[src/rtl/tl_pkg.sv]
// Shared TileLink-UL field widths and channel payload structs.
package tl_pkg;

  localparam int unsigned TL_ADDR_W = 31;
  localparam int unsigned TL_DATA_W = 64;
  localparam int unsigned TL_SIZE_W = 4;
  localparam int unsigned TL_SRC_W  = 1;
  localparam int unsigned TL_SINK_W = 1;
  localparam int unsigned TL_MASK_W = TL_DATA_W / 8;

  typedef struct packed {
    logic [2:0]           opcode;
    logic [2:0]           param;
    logic [TL_SIZE_W-1:0] size;
    logic [TL_SRC_W-1:0]  source;
    logic [TL_ADDR_W-1:0] address;
    logic [TL_MASK_W-1:0] mask;
    logic [TL_DATA_W-1:0] data;
    logic                 corrupt;
  } tl_a_t;

  typedef struct packed {
    logic [2:0]           opcode;
    logic [1:0]           param;
    logic [TL_SIZE_W-1:0] size;
    logic [TL_SRC_W-1:0]  source;
    logic [TL_SINK_W-1:0] sink;
    logic                 denied;
    logic [TL_DATA_W-1:0] data;
    logic                 corrupt;
  } tl_d_t;

  localparam int unsigned TL_A_W = $bits(tl_a_t);
  localparam int unsigned TL_D_W = $bits(tl_d_t);

endpackage

[src/rtl/tl_queue.sv]
// Small FIFO with registered state; ready and valid come straight from flops, so no
// input reaches an output combinationally. Depth must be a power of two >= 2.
module tl_queue #(
  parameter int unsigned Depth = 2,
  parameter int unsigned Width = 8
) (
  input  logic             clk_i,
  input  logic             rst_ni,
  input  logic             enq_valid_i,
  output logic             enq_ready_o,
  input  logic [Width-1:0] enq_data_i,
  output logic             deq_valid_o,
  input  logic             deq_ready_i,
  output logic [Width-1:0] deq_data_o
);

  localparam int unsigned PtrW = $clog2(Depth);

  logic [Width-1:0] mem_q [Depth];
  logic [PtrW-1:0]  wr_ptr_q, wr_ptr_d;
  logic [PtrW-1:0]  rd_ptr_q, rd_ptr_d;
  logic             maybe_full_q, maybe_full_d;
  logic             ptr_match, empty, full, enq_fire, deq_fire;

  assign ptr_match   = (wr_ptr_q == rd_ptr_q);
  assign empty       = ptr_match & ~maybe_full_q;
  assign full        = ptr_match & maybe_full_q;
  assign enq_ready_o = ~full;
  assign deq_valid_o = ~empty;
  assign deq_data_o  = mem_q[rd_ptr_q];
  assign enq_fire    = enq_valid_i & ~full;
  assign deq_fire    = deq_ready_i & ~empty;

  // Pointer and occupancy-flag next state; pointers wrap naturally at Depth.
  always_comb begin
    wr_ptr_d     = wr_ptr_q;
    rd_ptr_d     = rd_ptr_q;
    maybe_full_d = maybe_full_q;
    if (enq_fire) wr_ptr_d = wr_ptr_q + PtrW'(1);
    if (deq_fire) rd_ptr_d = rd_ptr_q + PtrW'(1);
    if (enq_fire != deq_fire) maybe_full_d = enq_fire;
  end

  // Control state; reset discards any buffered entries.
  always_ff @(posedge clk_i or negedge rst_ni) begin
    if (!rst_ni) begin
      wr_ptr_q     <= '0;
      rd_ptr_q     <= '0;
      maybe_full_q <= 1'b0;
    end else begin
      wr_ptr_q     <= wr_ptr_d;
      rd_ptr_q     <= rd_ptr_d;
      maybe_full_q <= maybe_full_d;
    end
  end

  // Storage is not reset; contents are only observed while valid.
  always_ff @(posedge clk_i) begin
    if (enq_fire) mem_q[wr_ptr_q] <= enq_data_i;
  end

endmodule

[src/rtl/tl_buffer_2.sv]
// Two-channel TileLink-UL buffer: A toward the slave, D back toward the coupler.
module tl_buffer_2
  import tl_pkg::*;
#(
  parameter int unsigned A_DEPTH = 2,
  parameter int unsigned D_DEPTH = 2
) (
  input  logic                 clock,
  input  logic                 reset,
  input  logic                 auto_in_a_valid,
  output logic                 auto_in_a_ready,
  input  logic [2:0]           auto_in_a_bits_opcode,
  input  logic [2:0]           auto_in_a_bits_param,
  input  logic [TL_SIZE_W-1:0] auto_in_a_bits_size,
  input  logic [TL_SRC_W-1:0]  auto_in_a_bits_source,
  input  logic [TL_ADDR_W-1:0] auto_in_a_bits_address,
  input  logic [TL_MASK_W-1:0] auto_in_a_bits_mask,
  input  logic [TL_DATA_W-1:0] auto_in_a_bits_data,
  input  logic                 auto_in_a_bits_corrupt,
  output logic                 auto_out_a_valid,
  input  logic                 auto_out_a_ready,
  output logic [2:0]           auto_out_a_bits_opcode,
  output logic [2:0]           auto_out_a_bits_param,
  output logic [TL_SIZE_W-1:0] auto_out_a_bits_size,
  output logic [TL_SRC_W-1:0]  auto_out_a_bits_source,
  output logic [TL_ADDR_W-1:0] auto_out_a_bits_address,
  output logic [TL_MASK_W-1:0] auto_out_a_bits_mask,
  output logic [TL_DATA_W-1:0] auto_out_a_bits_data,
  output logic                 auto_out_a_bits_corrupt,
  input  logic                 auto_out_d_valid,
  output logic                 auto_out_d_ready,
  input  logic [2:0]           auto_out_d_bits_opcode,
  input  logic [1:0]           auto_out_d_bits_param,
  input  logic [TL_SIZE_W-1:0] auto_out_d_bits_size,
  input  logic [TL_SRC_W-1:0]  auto_out_d_bits_source,
  input  logic [TL_SINK_W-1:0] auto_out_d_bits_sink,
  input  logic                 auto_out_d_bits_denied,
  input  logic [TL_DATA_W-1:0] auto_out_d_bits_data,
  input  logic                 auto_out_d_bits_corrupt,
  output logic                 auto_in_d_valid,
  input  logic                 auto_in_d_ready,
  output logic [2:0]           auto_in_d_bits_opcode,
  output logic [1:0]           auto_in_d_bits_param,
  output logic [TL_SIZE_W-1:0] auto_in_d_bits_size,
  output logic [TL_SRC_W-1:0]  auto_in_d_bits_source,
  output logic [TL_SINK_W-1:0] auto_in_d_bits_sink,
  output logic                 auto_in_d_bits_denied,
  output logic [TL_DATA_W-1:0] auto_in_d_bits_data,
  output logic                 auto_in_d_bits_corrupt
);

  tl_a_t a_enq, a_deq;
  tl_d_t d_enq, d_deq;

  assign a_enq = '{opcode: auto_in_a_bits_opcode, param: auto_in_a_bits_param,
                   size: auto_in_a_bits_size, source: auto_in_a_bits_source,
                   address: auto_in_a_bits_address, mask: auto_in_a_bits_mask,
                   data: auto_in_a_bits_data, corrupt: auto_in_a_bits_corrupt};

  assign d_enq = '{opcode: auto_out_d_bits_opcode, param: auto_out_d_bits_param,
                   size: auto_out_d_bits_size, source: auto_out_d_bits_source,
                   sink: auto_out_d_bits_sink, denied: auto_out_d_bits_denied,
                   data: auto_out_d_bits_data, corrupt: auto_out_d_bits_corrupt};

  assign auto_out_a_bits_opcode  = a_deq.opcode;
  assign auto_out_a_bits_param   = a_deq.param;
  assign auto_out_a_bits_size    = a_deq.size;
  assign auto_out_a_bits_source  = a_deq.source;
  assign auto_out_a_bits_address = a_deq.address;
  assign auto_out_a_bits_mask    = a_deq.mask;
  assign auto_out_a_bits_data    = a_deq.data;
  assign auto_out_a_bits_corrupt = a_deq.corrupt;

  assign auto_in_d_bits_opcode  = d_deq.opcode;
  assign auto_in_d_bits_param   = d_deq.param;
  assign auto_in_d_bits_size    = d_deq.size;
  assign auto_in_d_bits_source  = d_deq.source;
  assign auto_in_d_bits_sink    = d_deq.sink;
  assign auto_in_d_bits_denied  = d_deq.denied;
  assign auto_in_d_bits_data    = d_deq.data;
  assign auto_in_d_bits_corrupt = d_deq.corrupt;

  tl_queue #(
    .Depth (A_DEPTH),
    .Width (TL_A_W)
  ) u_a_queue (
    .clk_i       (clock),
    .rst_ni      (reset),
    .enq_valid_i (auto_in_a_valid),
    .enq_ready_o (auto_in_a_ready),
    .enq_data_i  (a_enq),
    .deq_valid_o (auto_out_a_valid),
    .deq_ready_i (auto_out_a_ready),
    .deq_data_o  (a_deq)
  );

  tl_queue #(
    .Depth (D_DEPTH),
    .Width (TL_D_W)
  ) u_d_queue (
    .clk_i       (clock),
    .rst_ni      (reset),
    .enq_valid_i (auto_out_d_valid),
    .enq_ready_o (auto_out_d_ready),
    .enq_data_i  (d_enq),
    .deq_valid_o (auto_in_d_valid),
    .deq_ready_i (auto_in_d_ready),
    .deq_data_o  (d_deq)
  );

endmodule

[config.mk]
export PLATFORM = sky130hd
export DESIGN_NAME = tl_buffer_2
export DESIGN_NICKNAME = d
export VERILOG_FILES = /design/src/rtl/tl_pkg.sv /design/src/rtl/tl_queue.sv /design/src/rtl/tl_buffer_2.sv
export SDC_FILE = /design/constraint.sdc
export NUM_CORES = 1
export LEC_CHECK = 0
export CAP_MARGIN = 20
export CORE_ASPECT_RATIO = 0.7
export CORE_MARGIN = 5
export CORE_UTILIZATION = 43
export DETAILED_ROUTE_END_ITERATION = 8
export GPL_TIMING_DRIVEN = 0
export PLACE_DENSITY = 0.76
export RECOVER_POWER = 100
export SLEW_MARGIN = 20
export SYNTH_ARGS = -nofsm -noshare
export SYNTH_HDL_FRONTEND = slang
export SYNTH_SLANG_ARGS = --single-unit
export TNS_END_PERCENT = 1
[constraint.sdc]
create_clock -name clock -period 7.1 [get_ports clock]
set_clock_uncertainty 0.2 [all_clocks]
set_input_delay 2.13 -clock clock [delete_from_list [all_inputs] [get_ports clock]]
set_output_delay 2.13 -clock clock [all_outputs]
set_load 0.03 [all_outputs]
# Word-level counts from Yosys, hierarchy flattened
# Memory sizes are Yosys's and may differ from the RTL's.
# Cells that the tools add are included.
# totals
reg_bits	6
mem_bits_rw	384
in_bits	198
out_inout_bits	196
word_cells	34
n_memories	2
# classes
add_sub_neg	4
eq_ne	4
n_mux	4
bitwise	14
# memory_table
name	depth	width	rd	rd_clocked_by_memory_dff	wr	line_no	text
u_a_queue.mem_q	2	115	1	0	1	tl_queue.sv:19	logic [Width-1:0] mem_q [Depth];
u_d_queue.mem_q	2	77	1	0	1	tl_queue.sv:19	
# op_table
operator	n
$and 1x1->1	8
$not 1->1	6
$add 1x1->1 const B	4
$mux 1	4
$eq 1x1->1	2
$ne 1x1->1	2

# Longest topological paths before layout
# Gate-level depths: netlist of run 1.
# logic_depth
depth_word	6
depth_mapped	4
ltp_nobuf	3

# Hierarchy
# Synthesis of run 1 repeated with hierarchy kept, for this count alone.
# unflattened
hier_cells	640
area_unflattened_um2	14650.3
# modules_own_cells
module	instances	cells_per_inst	area_per_inst_um2	seq_area_each_um2
tl_queue at u_a_queue	1	379	8515.7	6981.7
tl_queue at u_d_queue	1	261	6134.6	4699.5

# Least setup slack after synthesis of run 1
# Ideal clock, no wire load.
# synth_path
path_kind	input -> register
startpoint	input port auto_in_a_valid
endpoint	memory u_a_queue.mem_q[1][0] in the netlist's numbering, enable pin
setup_time_ns	0.627
arrival_ns	7.732
required_time_ns	6.273
slack_ns	-1.459
cell_stages	2
n_path_buf	0
path_cell_list	nand2_1 > a21oi_1
# synth_between
elab_chain_cells	3
# synth_rtl
element	line_no	text
from (decl)	tl_buffer_2.sv:10	input logic auto_in_a_valid,
$and 1x1->1	tl_queue.sv:31	assign enq_fire = enq_valid_i & ~full;
$mux 1	tl_queue.sv:59	if (enq_fire) mem_q[wr_ptr_q] <= enq_data_i;
$mux 1 (implied by the code)	tl_queue.sv:59	
to (decl)	tl_queue.sv:19	
# Every way passes these cells.

# Final worst setup path of run 1
# layout_path
startpoint	input port auto_in_a_valid
endpoint	memory u_a_queue.mem_q[0][48] in the netlist's numbering, enable pin
# The elaborated chain is that of the path after synthesis.

==> impl_metrics.toml, run 1 <==
[drt]
vias_per_cell = 4.91
route.detailed.drc = 0
vias = 7584
wl_per_cell_um = 21.4
routed_wl_mm = 33.0
ant_nets = 0
dr.first_iter.drc_count = 368
firstDrtPassIters = 4

[timing]
timing.hold.ws_ps = 483
fin_ws_ps = 1490
setup_tns_ps = 0
period_needed_ps = 5610
period_share_pct = 79.0
worst_slew_pin_slew_ps = 1740
relSlewSlack_pct = -15.8
final_max_slew_viol_count = 41
rsz0062_at_grt = "false"
hold_violations = 0
timing.fmax_ghz = 0.178
setup_viol = 0

[finish]
area_growth_pct = 41.3
fin_nets = 1286
drive_gt1_share_pct = 24.5

[synth]
netlist_area_um2 = 14300
avgSynthCellArea_um2 = 22.3
synth_area_leaders = "edfxtp_1 (81%), mux2_2 (15%), buf_6 (1.5%)"
synth_warnings = 0
synth_top_area_share_pct = 80.7
ys_types = 19
syn-num-nets = 838
synth_seq_cells = 390
seq_area_frac_synth_pct = 81.8
synth.largest_area_cell = "edfxtp_1"
netlist_instances = 640

[setup_path]
cp.required_ps = 7020
end_kind = "register"
crit_type = "in -> reg"
crit_path_start_kind = "input port"
cp.arrival_ps = 5530
critPathMaxFanout = 50
r2r_slack_ps = 2950

[global_route]
grt-ovfl-total = 0
grt_max_degree = 51
grt_pass1_vias = 8142
antenna_found_initial = 10
grt_usage_pct = 17.2
grt_pass1_wl_mm = 49.0

[clocking]
holdBufCountCts = 0
htreeDepth = 2
cts_root_buffer = "clkbuf_16"
clk_latency_ps = 520
cts_buffer_depth = 3
cts_num_sinks = 390
cts_resized = 0
clkTransAtPathRegs_ps = 60
cts_buffers = 39
cts_tree = "yes"
postCtsSetupBuffers = 0

[placed_design]
io_buffer_count = 393
hpwl_mm = 23.6
place_ws_ps = 2190
routabilityCongestion = 0.774

[pwr]
total_power_uw = 8620
power_density_nw_per_um2 = 427
vdd_drop_max_v = 0.000260
p_leak_uw = 0.00695

[floorplanning]
rows = 55
die_area_um2 = 37000
die_x_um = 228
die_h_um = 162
core_um2 = 32600
initial_core_util_pct = 43.9
ioPinCount = 394

[status]
violations = "max-capacitance violations, max-slew violations"
status = "finished, violations left"

[worst_hold_path]
hold_class = "reg -> reg"

[job]
max_cap_violations = 1
-- cells in the final DEF, fill, tap and decap left out, types with 3 or more instances in the layout --
master and count:
dlygate4sd3_1 391, edfxtp_1 384, mux2_2 192, clkbuf_16 41, buf_6 19, clkbuf_1 13, clkinv_1 11, nand2_1 6
inv_1 6, o21ai_0 6, clkinv_2 6, dfrtp_1 6, buf_16 5, diode_2 3, bufinv_16 3
-- worst paths after layout --
check                                   start                     end  cells past startpoint
min                        u_d_queue.wr_ptr_q      u_d_queue.wr_ptr_q                      2
max                           auto_in_a_valid  u_a_queue.mem_q[0][48]                      4
min in group asynchronous               reset      u_a_queue.rd_ptr_q                      1
max reg2reg                u_a_queue.rd_ptr_q  u_a_queue.mem_q[0][48]                      5
min reg2reg                u_d_queue.wr_ptr_q      u_d_queue.wr_ptr_q                      2
max in group asynchronous               reset      u_d_queue.rd_ptr_q                      1
-- per-stage QoR --
step	util [%]	cells	instance area, um^2
final	62.0	1546	20200
after global routing	62.0	1546	20200
after CTS	62.6	1543	20400
after detailed placement	58.9	1474	19200
after global placement	57.6	1460	18800
after floorplan	-	640	14300
-- state kept, by name (all words and copies together), names as in the netlist --
name,flops
u_a_queue.mem_q,230
u_d_queue.mem_q,154
u_a_queue.maybe_full_q,1
u_d_queue.rd_ptr_q,1
u_d_queue.wr_ptr_q,1
u_a_queue.wr_ptr_q,1
u_d_queue.maybe_full_q,1
u_a_queue.rd_ptr_q,1
-- metal layers --
metal  GRT usage (%)  up-vias  wire [um]
li1                -     3472          -
met1            20.6     3790      13300
met2            31.0      248      17200
met3            4.41       68       1690
met4            4.84        6        772
met5               0        -         34
-- worst max-delay path, cell delays in order --
cell and delay [ps]:
dlygate4sd3_1 650, o211a_1 1350, buf_12 300, clkbuf_2 1010
-- final cells by class --
cell class | count | area (um^2)
fillers | 2276 | 12400
flip-flops and latches | 390 | 11700
repair buffers | 407 | 4130
multi-input cells | 222 | 2350
clock buffers | 46 | 1040
well taps | 427 | 534
plain buffers | 22 | 229
clock inverters | 23 | 188
inverters | 6 | 22.5
diodes | 3 | 7.51
-- cells by family after synthesis --
| logic type | Yosys count | share of synthesized area, % |
|---|---|---|
| and+or+nand+nor | 8 | 0.245 |
| xor gates and xnor gates | 2 | 0.123 |
| DFF | 390 | 81.8 |
| muxes | 192 | 15.1 |
| buffers and inverters | 28 | 1.78 |
| AOI/OAI and AO/OA | 20 | 0.946 |
-- synth_stat cells --
| cell | instances |
|---|---|
| a211oi_1 | 2 |
| a21boi_0 | 1 |
| a21boi_1 | 1 |
| a21o_1 | 2 |
| a21oi_1 | 2 |
| a2bb2oi_1 | 2 |
| a31oi_1 | 2 |
| and3_1 | 2 |
| buf_2 | 2 |
| buf_4 | 1 |
| buf_6 | 19 |
| dfrtp_1 | 6 |
| edfxtp_1 | 384 |
| inv_1 | 6 |
| mux2_2 | 192 |
| nand2_1 | 6 |
| o211a_1 | 2 |
| o21ai_0 | 6 |
| xnor2_1 | 2 |
-- power by group --
group	internal, uW	switching (uW)	total (uW)
Sequential	3120	108	3230
Combinational	1370	2040	3410
Clock	1160	823	1980
Total	5650	2970	8620
Power figures use the tool's default switching activity.
==> run 2, diff against run 1 <==
Clock period 7.1 ns to 4.85 ns, I/O delays scaled along.
==> run 2 against run 1 <==
  * The run still ends with max-capacitance violations, max-slew violations left
  * Via count shrank 0.37%
  * Critical endpoint is now auto_out_a_bits_data[4]
  * Clock power grew 41%
  * Register-to-register slack lost 1500 ps
  * Sequential share of layout area is essentially flat
  * Final cell count shrank 0.19%
  * Critical path type is now reg -> out
  * Largest cell class unchanged
  * Wire length grew 1.4%
  * Cell area is essentially flat
  * Die area is the same
  * Sequential cell count is the same
  * Non-clock buffer count shrank 1
==> impl_metrics.toml, run 2 (synthesized netlist as in run 1, its figures left out) <==
[floorplanning]
die_h_um = 162
die_x_um = 228
initial_core_util_pct = 43.9
die_area_um2 = 37000
rows = 55
ioPinCount = 394
core_um2 = 32600

[pwr]
switching_share_pct = 34.5
p_leak_uw = 0.00693
p_seq_share_pct = 37.6
p_int_uw = 8220
clkPwrFrac_pct = 22.4
p_sw_uw = 4330
vdd_drop_max_v = 0.000359
comb_power_share_pct = 40.0
power_density_nw_per_um2 = 621

[drt]
routed_wl_mm = 33.5
wl_per_cell_um = 21.7
vias = 7556
vias_per_cell = 4.90
firstDrtPassIters = 4
route.detailed.drc = 0
dr.first_iter.drc_count = 442
ant_nets = 0

[worst_hold_path]
hold_class = "reg -> reg"
min_to = "u_a_queue.wr_ptr_q"
holdPathStages = 2
worstHoldStart = "u_a_queue.wr_ptr_q"

[setup_path]
crit_path_start_kind = "register"
reg2reg_depth = 4
crit_type = "reg -> out"
cp_slowest_cell = "dlygate4sd3_1"
path_delay_family = "buffers and inverters"
critical_path.cell_chain = "clkbuf_1 > mux2_2 > dlygate4sd3_1"
cpPeakStageDelay_ps = 730
crit_start = "u_a_queue.rd_ptr_q"
end_kind = "output pin"
critPathMaxFanout = 10
cp.required_ps = 3190
crit_buf_inv = 2
r2r_slack_ps = 1460
cp.arrival_ps = 2660
r2r_end = "u_a_queue.mem_q[0][33]"
r2r_start = "u_a_queue.rd_ptr_q"

[status]
violations = "max-capacitance violations, max-slew violations"
status = "finished, violations left"

[clocking]
cts_root_buffer = "clkbuf_16"
cts_buffers = 38
cts_resized = 0
cts_tree = "yes"
holdBufCountCts = 0
clkTransAtPathRegs_ps = 60
htreeDepth = 2
postCtsSetupBuffers = 0
clk_latency_ps = 520
cts_num_sinks = 390
cts_buffer_depth = 3

[finish]
regArea_um2 = 11700
fin_nets = 1284
largestRegisters = "u_a_queue.mem_q x230, u_d_queue.mem_q x154"
drive_gt1_share_pct = 24.3
layout_commonest_cell = "dlygate4sd3_1"
layout_common_cells = "dlygate4sd3_1 (391), edfxtp_1 (384), mux2_2 (192)"
finish.utilization_pct = 62.0
multi_input_area_um2 = 2360
stdcell_count = 1543
area_growth_pct = 41.3
fillers = 2334
regMostFlops = "u_a_queue.mem_q"
largest_reg_flops = 230

[timing]
fin_ws_ps = 533
period_share_pct = 89.0
hold_violations = 0
final_max_slew_viol_count = 15
relSlewSlack_pct = -33.9
setup_viol = 0
rsz0062_at_grt = "false"
timing.fmax_ghz = 0.232
worst_slew_pin_slew_ps = 2010
setup_tns_ps = 0
period_needed_ps = 4320

[placed_design]
routabilityCongestion = 0.753
place_ws_ps = 920
hpwl_mm = 24.2
io_buffer_count = 393
place_inst = 1473

[global_route]
grt_max_degree = 51
grt_usage_pct = 17.4
grt-ovfl-total = 0
antenna_found_initial = 11
grt_pass1_vias = 8330
grt_pass1_wl_mm = 49.5

[job]
max_cap_violations = 1
-- run 2: power by group through the flow --
| stage | sequential, uW | clock (uW) | combinational (uW) |
|---|---|---|---|
| finish | 4720 | 2800 | 5020 |
| global route | 4780 | 3040 | 5270 |
| CTS | 4710 | 2880 | 5500 |
| detailed placement | 4780 | 0 | 5470 |
| global placement | 4870 | 0 | 5210 |
| floorplan | 4800 | 0 | 3150 |
-- run 2: worst max path at each step --
stage	slack [ps]	endpoint	cells past startpoint
6_report	530	auto_out_a_bits_data[4]	3
3_3_place_gp	-2880	u_a_queue.mem_q[1][87]	3
2_1_floorplan	-430	u_a_queue.mem_q[1][0]	2
5_1_grt	350	auto_out_a_bits_corrupt	3
4_1_cts	740	auto_out_a_bits_opcode[1]	4
3_5_place_dp	920	u_a_queue.mem_q[1][33]	6
-- run 2: layer usage --
| metal | part of all wire (%) | GRT usage, % | vias to the layer above |
|---|---|---|---|
| met4 | 3.1 | 6.46 | 6 |
| li1 | - | - | 3467 |
| met2 | 51 | 29.9 | 248 |
| met1 | 40 | 21.1 | 3771 |
| met5 | 0.084 | 0 | - |
| met3 | 6.1 | 5.00 | 64 |
-- run 2: worst register-to-register path: cells and delay by family, from the launching register on --
kind | cells | cell delay (ps)
AOI/OAI and AO/OA | 1 | 760
buffers and inverters | 3 | 1530
DFF | 1 | 430
-- run 2: cell type report --
| type | instances | share of cell area, % |
|---|---|---|
| inverter | 6 | 0.112 |
| clock buffer | 48 | 5.00 |
| buffer | 22 | 1.13 |
| multi-input combinational | 222 | 11.7 |
| antenna | 7 | 0.0868 |
| clock inverter | 15 | 0.719 |
| timing repair buffer | 406 | 20.7 |
| sequential | 390 | 57.9 |
| tap | 427 | 2.65 |
-- run 2: through the flow --
step	total power, uW	area, um^2	hold WS [ps]
after global placement	10100	18800	441
final	12500	20200	501
after detailed placement	10300	19100	483
after floorplan	7950	14300	409
after CTS	13100	20300	503
after global routing	13100	20200	525
==> run 3, diff against run 2 <==
Settings changed: CORE_ASPECT_RATIO 0.7 to 2, CORE_MARGIN 5 to not set.
==> run 3 against run 2 <==
  * The run still ends with max-capacitance violations, max-slew violations left
  * Global-route usage grew 1.2 points
  * Clock power shrank 3%
  * Total power shrank 1.2%
  * Worst hold slack lost 20 ps
  * Non-clock buffer count is the same
  * Setup slack lost 12 ps
  * Clock-buffer cell count shrank 7
  * Via count grew 0.50%
  * Die area shrank 8.2%
  * Core utilization shrank 0.71 points
  * Critical path depth is the same
  * Critical path type unchanged
  * Largest cell class unchanged
  * Largest power group unchanged
==> impl_metrics.toml, run 3 (synthesized netlist as in run 1, its figures left out) <==
[timing]
worst_slew_pin_slew_ps = 1540
period_needed_ps = 4330
timing.fmax_ghz = 0.231
rsz0062_at_grt = "false"
period_share_pct = 89.3
final_max_slew_viol_count = 35
setup_viol = 0
hold_violations = 0
relSlewSlack_pct = -2.78

[finish]
fin_nets = 1281
multi_input_area_um2 = 2350
layout_commonest_cell = "dlygate4sd3_1"
fillers = 2383
regArea_um2 = 11700
layout_common_cells = "dlygate4sd3_1 (391), edfxtp_1 (384), mux2_2 (192)"
finalInstanceArea_um2 = 20100
largestRegisters = "u_a_queue.mem_q x230, u_d_queue.mem_q x154"
largest_reg_flops = 230
drive_gt1_share_pct = 24.4
area_growth_pct = 40.8
regMostFlops = "u_a_queue.mem_q"

[floorplanning]
rows = 94
initial_core_util_pct = 43.5
core_um2 = 32800
die_x_um = 131
die_h_um = 260
ioPinCount = 394
die_area_um2 = 34000

[setup_path]
path_depth = 3
cp_slowest_cell = "dlygate4sd3_1"
crit_path_start_kind = "register"
cp.required_ps = 3190
r2r_end = "u_a_queue.mem_q[1][42]"
path_delay_family = "buffers and inverters"
r2r_slack_ps = 1560
cp.arrival_ps = 2670
end_kind = "output pin"
critPathMaxFanout = 10
crit_buf_inv = 2
r2r_start = "u_a_queue.rd_ptr_q"
crit_type = "reg -> out"
cpPeakStageDelay_ps = 730
critical_path.cell_chain = "clkbuf_1 > mux2_2 > dlygate4sd3_1"
crit_start = "u_a_queue.rd_ptr_q"
reg2reg_depth = 6

[worst_hold_path]
worstHoldStart = "u_a_queue.wr_ptr_q"
min_to = "u_a_queue.wr_ptr_q"
holdPathStages = 2
hold_class = "reg -> reg"

[global_route]
antenna_found_initial = 14
grt-ovfl-total = 0
grt_pass1_vias = 8162
grt_usage_pct = 18.6
grt_pass1_wl_mm = 46.1
grt_max_degree = 46

[placed_design]
hpwl_mm = 23.2
placed_area_um2 = 19100
routabilityCongestion = 0.787
io_buffer_count = 393

[clocking]
cts_root_buffer = "clkbuf_16"
cts_resized = 0
cts_num_sinks = 390
clkTransAtPathRegs_ps = 60
cts_buffer_depth = 3
htreeDepth = 2
clk_latency_ps = 500
postCtsSetupBuffers = 0
cts_buffers = 35
cts_tree = "yes"
holdBufCountCts = 0

[status]
violations = "max-capacitance violations, max-slew violations"
status = "finished, violations left"

[pwr]
comb_power_share_pct = 40.0
p_leak_uw = 0.00689
total_power_uw = 12400
p_int_uw = 8120
vdd_drop_max_v = 0.000447
switching_share_pct = 34.5
power_density_nw_per_um2 = 616
p_sw_uw = 4270
p_seq_share_pct = 38.1
clkPwrFrac_pct = 21.9

[drt]
ant_nets = 0
routed_wl_mm = 32.0
dr.first_iter.drc_count = 271
vias_per_cell = 4.90
firstDrtPassIters = 4
wl_per_cell_um = 20.6
vias = 7594
route.detailed.drc = 0

[job]
max_cap_violations = 1
-- run 3: routing by layer --
metal	vias up	part of all wire, %	GRT usage (%)
li1	3448	-	-
met1	3764	30	16.7
met2	313	58	35.9
met3	65	7.8	5.53
met4	4	4.1	9.67
met5	-	0.084	0
-- run 3: metrics by stage --
stage / hold slack, ps / setup WS, ps / util, % / instances / setup TNS (ps)
detailed placement: 486 / 1100 / 58.3 / 1478 / 0
global route: 529 / 362 / 61.3 / 1549 / 0
floorplan: 409 / -431 / - / 640 / -49610
CTS: 501 / 754 / 61.7 / 1538 / 0
finish: 481 / 521 / 61.3 / 1550 / 0
global placement: 437 / -2860 / 57.2 / 1465 / -617080
-- run 3: worst max-delay path by stage --
stage                                    end
finish               auto_out_a_bits_data[4]
global route         auto_out_a_bits_data[0]
CTS                 auto_out_a_bits_param[1]
detailed placement    u_a_queue.mem_q[1][46]
global placement      u_a_queue.mem_q[1][89]
floorplan              u_a_queue.mem_q[1][0]
-- run 3: final cells by class --
cell class | count | area share (%)
antenna | 12 | 0.149
buffer | 22 | 1.14
clock buffer | 41 | 4.68
clock inverter | 19 | 0.896
inverter | 6 | 0.112
multi-input combinational | 222 | 11.7
sequential | 390 | 58.1
tap | 432 | 2.69
timing repair buffer | 406 | 20.6
-- run 3: tightest hold or removal path: stages, from the launching register on --
cell,delay (ps)
dfrtp_1,400
inv_1,120
o21ai_0,110
-- run 3: power by group through the flow --
stage               clock network (uW)  registers, uW  logic, uW
floorplan                            0           4800       3150
global placement                     0           4870       5170
detailed placement                   0           4790       5420
CTS                               2790           4720       5450
global route                      2910           4780       5210
finish                            2720           4720       4960
